`src/rtl/keypad_pkg.sv`:
```
// Shared types, the Pmod KYPD legend and width helpers for the keypad entry scanner.
package keypad_pkg;

  typedef enum logic [1:0] {NONE, KEY, MULTI} frame_result_t;
  typedef enum logic {IDLE, PRESSED} deb_state_t;

  // Row-major legend of the 4x4 Pmod KYPD: index = row*4 + col.
  localparam logic [3:0] PMOD_KEYMAP [16] = '{
    4'h1, 4'h2, 4'h3, 4'hA,
    4'h4, 4'h5, 4'h6, 4'hB,
    4'h7, 4'h8, 4'h9, 4'hC,
    4'h0, 4'hF, 4'hE, 4'hD
  };

  function automatic int idx_w(input int n);
    return (n > 1) ? $clog2(n) : 1;
  endfunction

  function automatic int cnt_w(input int n);
    return $clog2(n + 1);
  endfunction

endpackage

```
`src/rtl/keypad_debounce.sv`:
```
// Frame-level debouncer: candidate/counter tracking and the stable key state.
module keypad_debounce
  import keypad_pkg::*;
#(
  parameter int DEBOUNCE_FRAMES = 3
) (
  input  logic          clk,
  input  logic          rst_n,
  input  logic          frame_stb_i,
  input  frame_result_t frame_res_i,
  input  logic [3:0]    frame_code_i,
  output logic          accept_o,
  output logic [3:0]    accept_code_o,
  output logic          held_o
);
  localparam int CW = cnt_w(DEBOUNCE_FRAMES);

  deb_state_t    state_q;
  logic [3:0]    stable_code_q;
  logic          cand_vld_q;
  logic          cand_key_q;
  logic [3:0]    cand_code_q;
  logic [CW-1:0] cnt_q;
  logic [CW-1:0] cnt_d;
  logic          frm_key;
  logic          same;
  logic          differs;
  logic          commit;

  always_comb begin
    frm_key = (frame_res_i == KEY);
    same    = cand_vld_q && (cand_key_q == frm_key) &&
              (!frm_key || (cand_code_q == frame_code_i));
    if (!same)                              cnt_d = CW'(1);
    else if (cnt_q == CW'(DEBOUNCE_FRAMES)) cnt_d = cnt_q;
    else                                    cnt_d = cnt_q + CW'(1);
    differs = frm_key ? ((state_q == IDLE) || (stable_code_q != frame_code_i))
                      : (state_q == PRESSED);
    commit  = frame_stb_i && (frame_res_i != MULTI) &&
              (cnt_d == CW'(DEBOUNCE_FRAMES)) && differs;
  end

  // A release commits silently; only a new key produces an event.
  assign accept_o      = commit && frm_key;
  assign accept_code_o = frame_code_i;
  assign held_o        = (state_q == PRESSED);

  always_ff @(posedge clk or negedge rst_n) begin
    if (!rst_n) begin
      state_q       <= IDLE;
      stable_code_q <= 4'd0;
      cand_vld_q    <= 1'b0;
      cand_key_q    <= 1'b0;
      cand_code_q   <= 4'd0;
      cnt_q         <= '0;
    end else if (frame_stb_i) begin
      if (frame_res_i == MULTI) begin
        cnt_q      <= '0;
        cand_vld_q <= 1'b0;
      end else begin
        cand_vld_q  <= 1'b1;
        cand_key_q  <= frm_key;
        cand_code_q <= frame_code_i;
        cnt_q       <= cnt_d;
      end
      if (commit) begin
        state_q       <= frm_key ? PRESSED : IDLE;
        stable_code_q <= frame_code_i;
      end
    end
  end

endmodule

```
`src/rtl/keypad_entry_scanner.sv`:
```
// Matrix keypad scanner with frame debounce, hex digit buffer and entry count.
module keypad_entry_scanner
  import keypad_pkg::*;
#(
  parameter int         ROWS            = 4,
  parameter int         COLS            = 4,
  parameter int         SCAN_DIV        = 100000,
  parameter int         DEBOUNCE_FRAMES = 3,
  parameter int         NUM_DIGITS      = 4,
  parameter int         PMOD_MAP        = 1,
  parameter int         CLEAR_EN        = 1,
  parameter logic [3:0] CLEAR_CODE      = 4'hC
) (
  input  logic                            clk,
  input  logic                            reset,
  input  logic [ROWS-1:0]                 row,
  output logic [COLS-1:0]                 col,
  input  logic                            clear,
  output logic                            key_valid,
  output logic [3:0]                      key_code,
  output logic                            key_held,
  output logic [4*NUM_DIGITS-1:0]         digits,
  output logic [$clog2(NUM_DIGITS+1)-1:0] count
);
  localparam int DW_W = idx_w(SCAN_DIV);
  localparam int CI_W = idx_w(COLS);
  localparam int RI_W = idx_w(ROWS);
  localparam int NC_W = $clog2(NUM_DIGITS + 1);

  logic [ROWS-1:0]         row_s1_q, row_s2_q;
  logic [DW_W-1:0]         dwell_q;
  logic [CI_W-1:0]         col_idx_q;
  logic [1:0]              acc_lows_q, acc_lows_d;
  logic [3:0]              acc_code_q, acc_code_d;
  logic [2:0]              lows_sum;
  logic [1:0]              smp_lows;
  logic [RI_W-1:0]         smp_row;
  logic [3:0]              smp_code;
  logic                    sample, last_col, frame_stb;
  frame_result_t           frame_res;
  logic                    accept;
  logic [3:0]              accept_code;
  logic                    key_valid_q;
  logic [3:0]              key_code_q;
  logic [4*NUM_DIGITS-1:0] digits_q, digits_d;
  logic [NC_W-1:0]         count_q, count_d;

  assign sample    = (dwell_q == DW_W'(SCAN_DIV - 1));
  assign last_col  = (col_idx_q == CI_W'(COLS - 1));
  assign frame_stb = sample && last_col;
  assign col       = ~(COLS'(1) << col_idx_q);

  // Low-row count saturates at 2: anything beyond one pressed switch is MULTI.
  always_comb begin
    smp_lows = 2'd0;
    smp_row  = '0;
    for (int r = 0; r < ROWS; r++) begin
      if (!row_s2_q[r]) begin
        if (smp_lows == 2'd0) smp_row = RI_W'(r);
        if (smp_lows != 2'd2) smp_lows = smp_lows + 2'd1;
      end
    end
    if (PMOD_MAP != 0) smp_code = PMOD_KEYMAP[4'(int'(smp_row) * 4 + int'(col_idx_q))];
    else               smp_code = 4'(int'(smp_row) * COLS + int'(col_idx_q));
    lows_sum   = {1'b0, acc_lows_q} + {1'b0, smp_lows};
    acc_lows_d = (lows_sum >= 3'd2) ? 2'd2 : lows_sum[1:0];
    acc_code_d = (acc_lows_q != 2'd0) ? acc_code_q : smp_code;
    case (acc_lows_d)
      2'd0:    frame_res = NONE;
      2'd1:    frame_res = KEY;
      default: frame_res = MULTI;
    endcase
  end

  always_ff @(posedge clk or negedge reset) begin
    if (!reset) begin
      row_s1_q   <= '1;
      row_s2_q   <= '1;
      dwell_q    <= '0;
      col_idx_q  <= '0;
      acc_lows_q <= 2'd0;
      acc_code_q <= 4'd0;
    end else begin
      row_s1_q <= row;
      row_s2_q <= row_s1_q;
      if (sample) begin
        dwell_q    <= '0;
        col_idx_q  <= last_col ? '0 : col_idx_q + CI_W'(1);
        acc_lows_q <= last_col ? 2'd0 : acc_lows_d;
        acc_code_q <= last_col ? 4'd0 : acc_code_d;
      end else begin
        dwell_q <= dwell_q + DW_W'(1);
      end
    end
  end

  keypad_debounce #(
    .DEBOUNCE_FRAMES(DEBOUNCE_FRAMES)
  ) u_debounce (
    .clk          (clk),
    .rst_n        (reset),
    .frame_stb_i  (frame_stb),
    .frame_res_i  (frame_res),
    .frame_code_i (acc_code_d),
    .accept_o     (accept),
    .accept_code_o(accept_code),
    .held_o       (key_held)
  );

  // The clear port overrides an accept in the same cycle; the event itself still fires.
  always_comb begin
    digits_d = digits_q;
    count_d  = count_q;
    if (clear) begin
      digits_d = '0;
      count_d  = '0;
    end else if (accept) begin
      if ((CLEAR_EN != 0) && (accept_code == CLEAR_CODE)) begin
        digits_d = '0;
        count_d  = '0;
      end else begin
        digits_d      = digits_q << 4;
        digits_d[3:0] = accept_code;
        count_d       = (count_q == NC_W'(NUM_DIGITS)) ? count_q : count_q + NC_W'(1);
      end
    end
  end

  always_ff @(posedge clk or negedge reset) begin
    if (!reset) begin
      key_valid_q <= 1'b0;
      key_code_q  <= 4'd0;
      digits_q    <= '0;
      count_q     <= '0;
    end else begin
      key_valid_q <= accept;
      if (accept) key_code_q <= accept_code;
      digits_q <= digits_d;
      count_q  <= count_d;
    end
  end

  assign key_valid = key_valid_q;
  assign key_code  = key_code_q;
  assign digits    = digits_q;
  assign count     = count_q;

endmodule

```
`config.mk`:
```
export PLATFORM = sky130hd
export DESIGN_NAME = keypad_entry_scanner
export DESIGN_NICKNAME = d
export VERILOG_FILES = /design/src/rtl/keypad_pkg.sv /design/src/rtl/keypad_debounce.sv /design/src/rtl/keypad_entry_scanner.sv
export SDC_FILE = /design/constraint.sdc
export NUM_CORES = 1
export LEC_CHECK = 0
export ABC_AREA = 1
export CORE_MARGIN = 2
export CORE_UTILIZATION = 40
export DETAILED_ROUTE_END_ITERATION = 10
export SLEW_MARGIN = 20
export SYNTH_ARGS = -nofsm -noshare
export SYNTH_HDL_FRONTEND = slang
export SYNTH_SLANG_ARGS = --single-unit
```
`constraint.sdc`:
```
create_clock -name clk -period 4.6 [get_ports clk]
set_clock_uncertainty 0.1 [all_clocks]
set_input_delay 0.92 -clock clk [delete_from_list [all_inputs] [get_ports clk]]
set_output_delay 0.92 -clock clk [all_outputs]
set_load 0.02 [all_outputs]
```
==> qor.yml <==
status:
  outcome: "completed"
synthesis:
  synthCells: 428
  synth_cell_type_count: 34
  asyncSetResetFlopFracSynth_pct: 100.0
  seq_area_frac_synth_pct: 48.75
  synth.avg_cell_area_sq_um: 8.443
  synth_fp_nets: 450
  synth.cell_area_sq_mm: 0.003613
  ys_seq_elements: 70
  yosys_warning_count: 0
  synth-main-ff-cell: "sky130_fd_sc_hd__dfrtp_1"
  synth_enable_flop_cells: 0
final_layout:
  stdcell_count: 582
  finish.utilization_pct: 49.00
  antennaDiodeCount: 0
  final_net_count: 491
  flow.area_growth_from_synthesis_pct: 18.25
  layout_common_cells: "sky130_fd_sc_hd__nand2_1 (127), sky130_fd_sc_hd__inv_1 (66), sky130_fd_sc_hd__dfrtp_1 (62), sky130_fd_sc_hd__clkdlybuf4s50_1 (34), sky130_fd_sc_hd__nor2_1 (27)"
  stdcell_area_sq_mm: 0.004273
  layout-drive-gt1-share_pct: 13.92
  final_common_cell: "sky130_fd_sc_hd__nand2_1"
clock_tree:
  cts_tree: "done"
  cts_buffers: 9
  clock-root-buffer: "sky130_fd_sc_hd__clkbuf_8"
  post-cts-setup-buffers: 0
  clkTransAtPathRegs_ns: 0.08
  numClockSinks: 70
  post_cts_gate_resize_count: 0
  worst_skew_pair.late_latency_ns: 0.34
  ctsHtreeMaxLevel: 3
  cts.hold.buffers_added: 0
  max-clock-path-buffers: 2
flow_run:
  cap_viol_max_count: 0
sta:
  max_freq_mhz: 261.9
  setup_total_negative_slack_ns: 0
  grt_setup_unrepaired: "false"
  finalCritPeriodShare_pct: 83.00
  slew_viol_final: 0
  setup_viol: 0
  final_hold_violating_endpoints: 0
  maxSlewHeadroom_pct: 63.36
  finalHoldWorstSlack_ns: 0.2568
  crit_path_time_final_ns: 3.818
  max_slew.worst_pin.slew_ns: 0.5496
die:
  die_x_microns: 99.05
  number_of_rows_created_at_floorplan: 34
  design.portCount: 36
  die_height_microns: 99.05
  initial_core_util_pct: 41.43
  dieArea_sq_mm: 0.009810
  design.core.area_sq_mm: 0.008721
routing:
  drt-vias-per-instance: 4.703
  route.detailed.drc: 0
  drt_wl_total_microns: 6934
  routed-via-count: 2737
  drt_first_pass_iters: 7
  wl_cell_microns: 11.91
  drt-initial-drc-count: 116
  final_antenna_net_count: 0
critical_path:
  end_kind: "register"
  crit_path_frequent_cell: "sky130_fd_sc_hd__nand2_1"
  worst-endpoint-required_ns: 4.79
  critPathKind: "register to register"
  worstPathMaxFanout: 13
  cp_slowest_cell: "sky130_fd_sc_hd__dfstp_2"
  startpoint_type: "register"
  slowest_delay_ns: 0.56
  crit_path_cell_trace: "inv_1, ha_1, nand2_1, nand2_4, clkinv_4, nand3_4, o21ai_0, ha_1, inv_1, fa_1, nand2_1, inv_1, nand2_1, nor2_1, nand3_1, nor2_2, nand3_2, nand2_2, nand2_2, nor2_4, nand4_4, nor2_4, nand2_1, nand2_1"
  cp_data_arrival_time_ns: 4.01
placement:
  placement.cell_area_sq_mm: 0.004064
  detailedPlacementHpwl_microns: 4960
  io_buffers: 35
  dpl.cell_count: 566
  routabilityCongestion: 0.8059
min_path:
  hp-class: "register to register"
power:
  power.density_cell_area_mw_per_mm2: 295.1
  power_leakage_nw: 2.093
  ir_worst_vdd_mv: 0.1435
grt:
  wire_length_of_the_first_global_routing_pass_microns: 12350
  globalRoute.totalOverflow: 0
  grt.total_usage_pct: 15.69
  grt_pass1_vias: 2715
  grt_antenna_before_repair: 0
  grt_max_degree: 44
-- through the flow --
stage	total power [mW]	worst slack, ns
5_1_grt	1.318	0.3774
3_3_place_gp	0.7556	0.8612
3_5_place_dp	0.7582	0.7594
4_1_cts	1.278	0.7468
2_1_floorplan	0.7162	1.124
6_report	1.261	0.7822
-- synth_stat cells, types with 4 or more instances --
| cell type | n | area share (%) |
|---|---|---|
| sky130_fd_sc_hd__a21oi_1 | 11 | 1.5 |
| sky130_fd_sc_hd__dfrtp_1 | 62 | 43 |
| sky130_fd_sc_hd__dfstp_2 | 8 | 5.8 |
| sky130_fd_sc_hd__ha_1 | 14 | 4.8 |
| sky130_fd_sc_hd__inv_1 | 66 | 6.9 |
| sky130_fd_sc_hd__nand2_1 | 127 | 13 |
| sky130_fd_sc_hd__nand2_2 | 9 | 1.6 |
| sky130_fd_sc_hd__nand2_4 | 8 | 2.5 |
| sky130_fd_sc_hd__nand3_1 | 19 | 2.6 |
| sky130_fd_sc_hd__nand3_2 | 8 | 2.2 |
| sky130_fd_sc_hd__nor2_1 | 27 | 2.8 |
| sky130_fd_sc_hd__nor2_4 | 4 | 1.2 |
| sky130_fd_sc_hd__nor4_1 | 4 | 0.69 |
| sky130_fd_sc_hd__o21ai_0 | 26 | 3.6 |
| sky130_fd_sc_hd__o22ai_1 | 5 | 0.87 |
-- critical path: cells and delay by family, from the launching register on --
kind | cells | cell delay (ns)
adders and majority gates | 3 | 0.94
and+or+nand+nor | 16 | 1.82
DFF | 1 | 0.56
buffers and inverters | 4 | 0.25
AOI/OAI and AO/OA | 1 | 0.11
-- final cells by class --
class | instances | area, sq um
Clock buffer | 10 | 137.6
Clock inverter | 6 | 68.82
Fill cell | 852 | 4448
Inverter | 71 | 274.0
Multi-Input combinational cell | 281 | 1540
Sequential cell | 70 | 1762
Tap cell | 108 | 135.1
Timing Repair Buffer | 36 | 355.3
-- cell families (layout without fill, tap and decap cells) --
kind of cell             after synthesis  count (layout)  share of synthesized area (%)
XOR/XNOR                               3               3                         0.7273
AO/OA/AOI/OAI                         46              46                          6.752
flip-flops                            70              70                          48.75
adder cells (fa/ha/maj)               15              15                          5.402
AND/OR/NAND/NOR                      217             217                          29.74
buffers and inverters                 77             123                          8.622
-- sequential cells by signal, summed over array words and instances, names as in the netlist, 3 cells and up --
name / cells
row_s2_q: 4
key_code: 4
acc_code_q: 4
digits: 16
u_debounce.stable_code_q: 4
u_debounce.cand_code_q: 4
row_s1_q: 4
dwell_q: 17
count: 3
-- routing by layer --
metal	share of wire, %	track usage [%]
met5	0	0
met2	47	25.31
met1	48	20.60
met4	1.6	5.269
met3	3.4	4.113
-- power breakdown --
| group | total (mW) | switching (mW) | leakage (nW) | internal, mW |
|---|---|---|---|---|
| Sequential | 0.633 | 0.00699 | 0.934 | 0.626 |
| Clock | 0.516 | 0.247 | 0.103 | 0.269 |
| Combinational | 0.112 | 0.0736 | 1.06 | 0.0386 |
-- path summary, 6_finish.rpt --
| path | from | endpoint | slack (ns) | cells after the start |
|---|---|---|---|---|
| setup / recovery | row_s2_q[0]$_DFF_PN1_ | digits[4]$_DFFE_PN0P_ | 0.78 | 24 |
| min in group asynchronous | reset | dwell_q[8]$_DFF_PN0_ | 0.45 | 1 |
| max in group asynchronous | reset | u_debounce.held_o$_DFFE_PN0P_ | 3.18 | 2 |
| hold / removal | row_s1_q[1]$_DFF_PN1_ | row_s2_q[1]$_DFF_PN1_ | 0.26 | 0 |
| setup reg to reg | row_s2_q[0]$_DFF_PN1_ | digits[4]$_DFFE_PN0P_ | 0.78 | 24 |
| hold reg to reg | row_s1_q[1]$_DFF_PN1_ | row_s2_q[1]$_DFF_PN1_ | 0.26 | 0 |
Power figures use the tool's default switching activity.
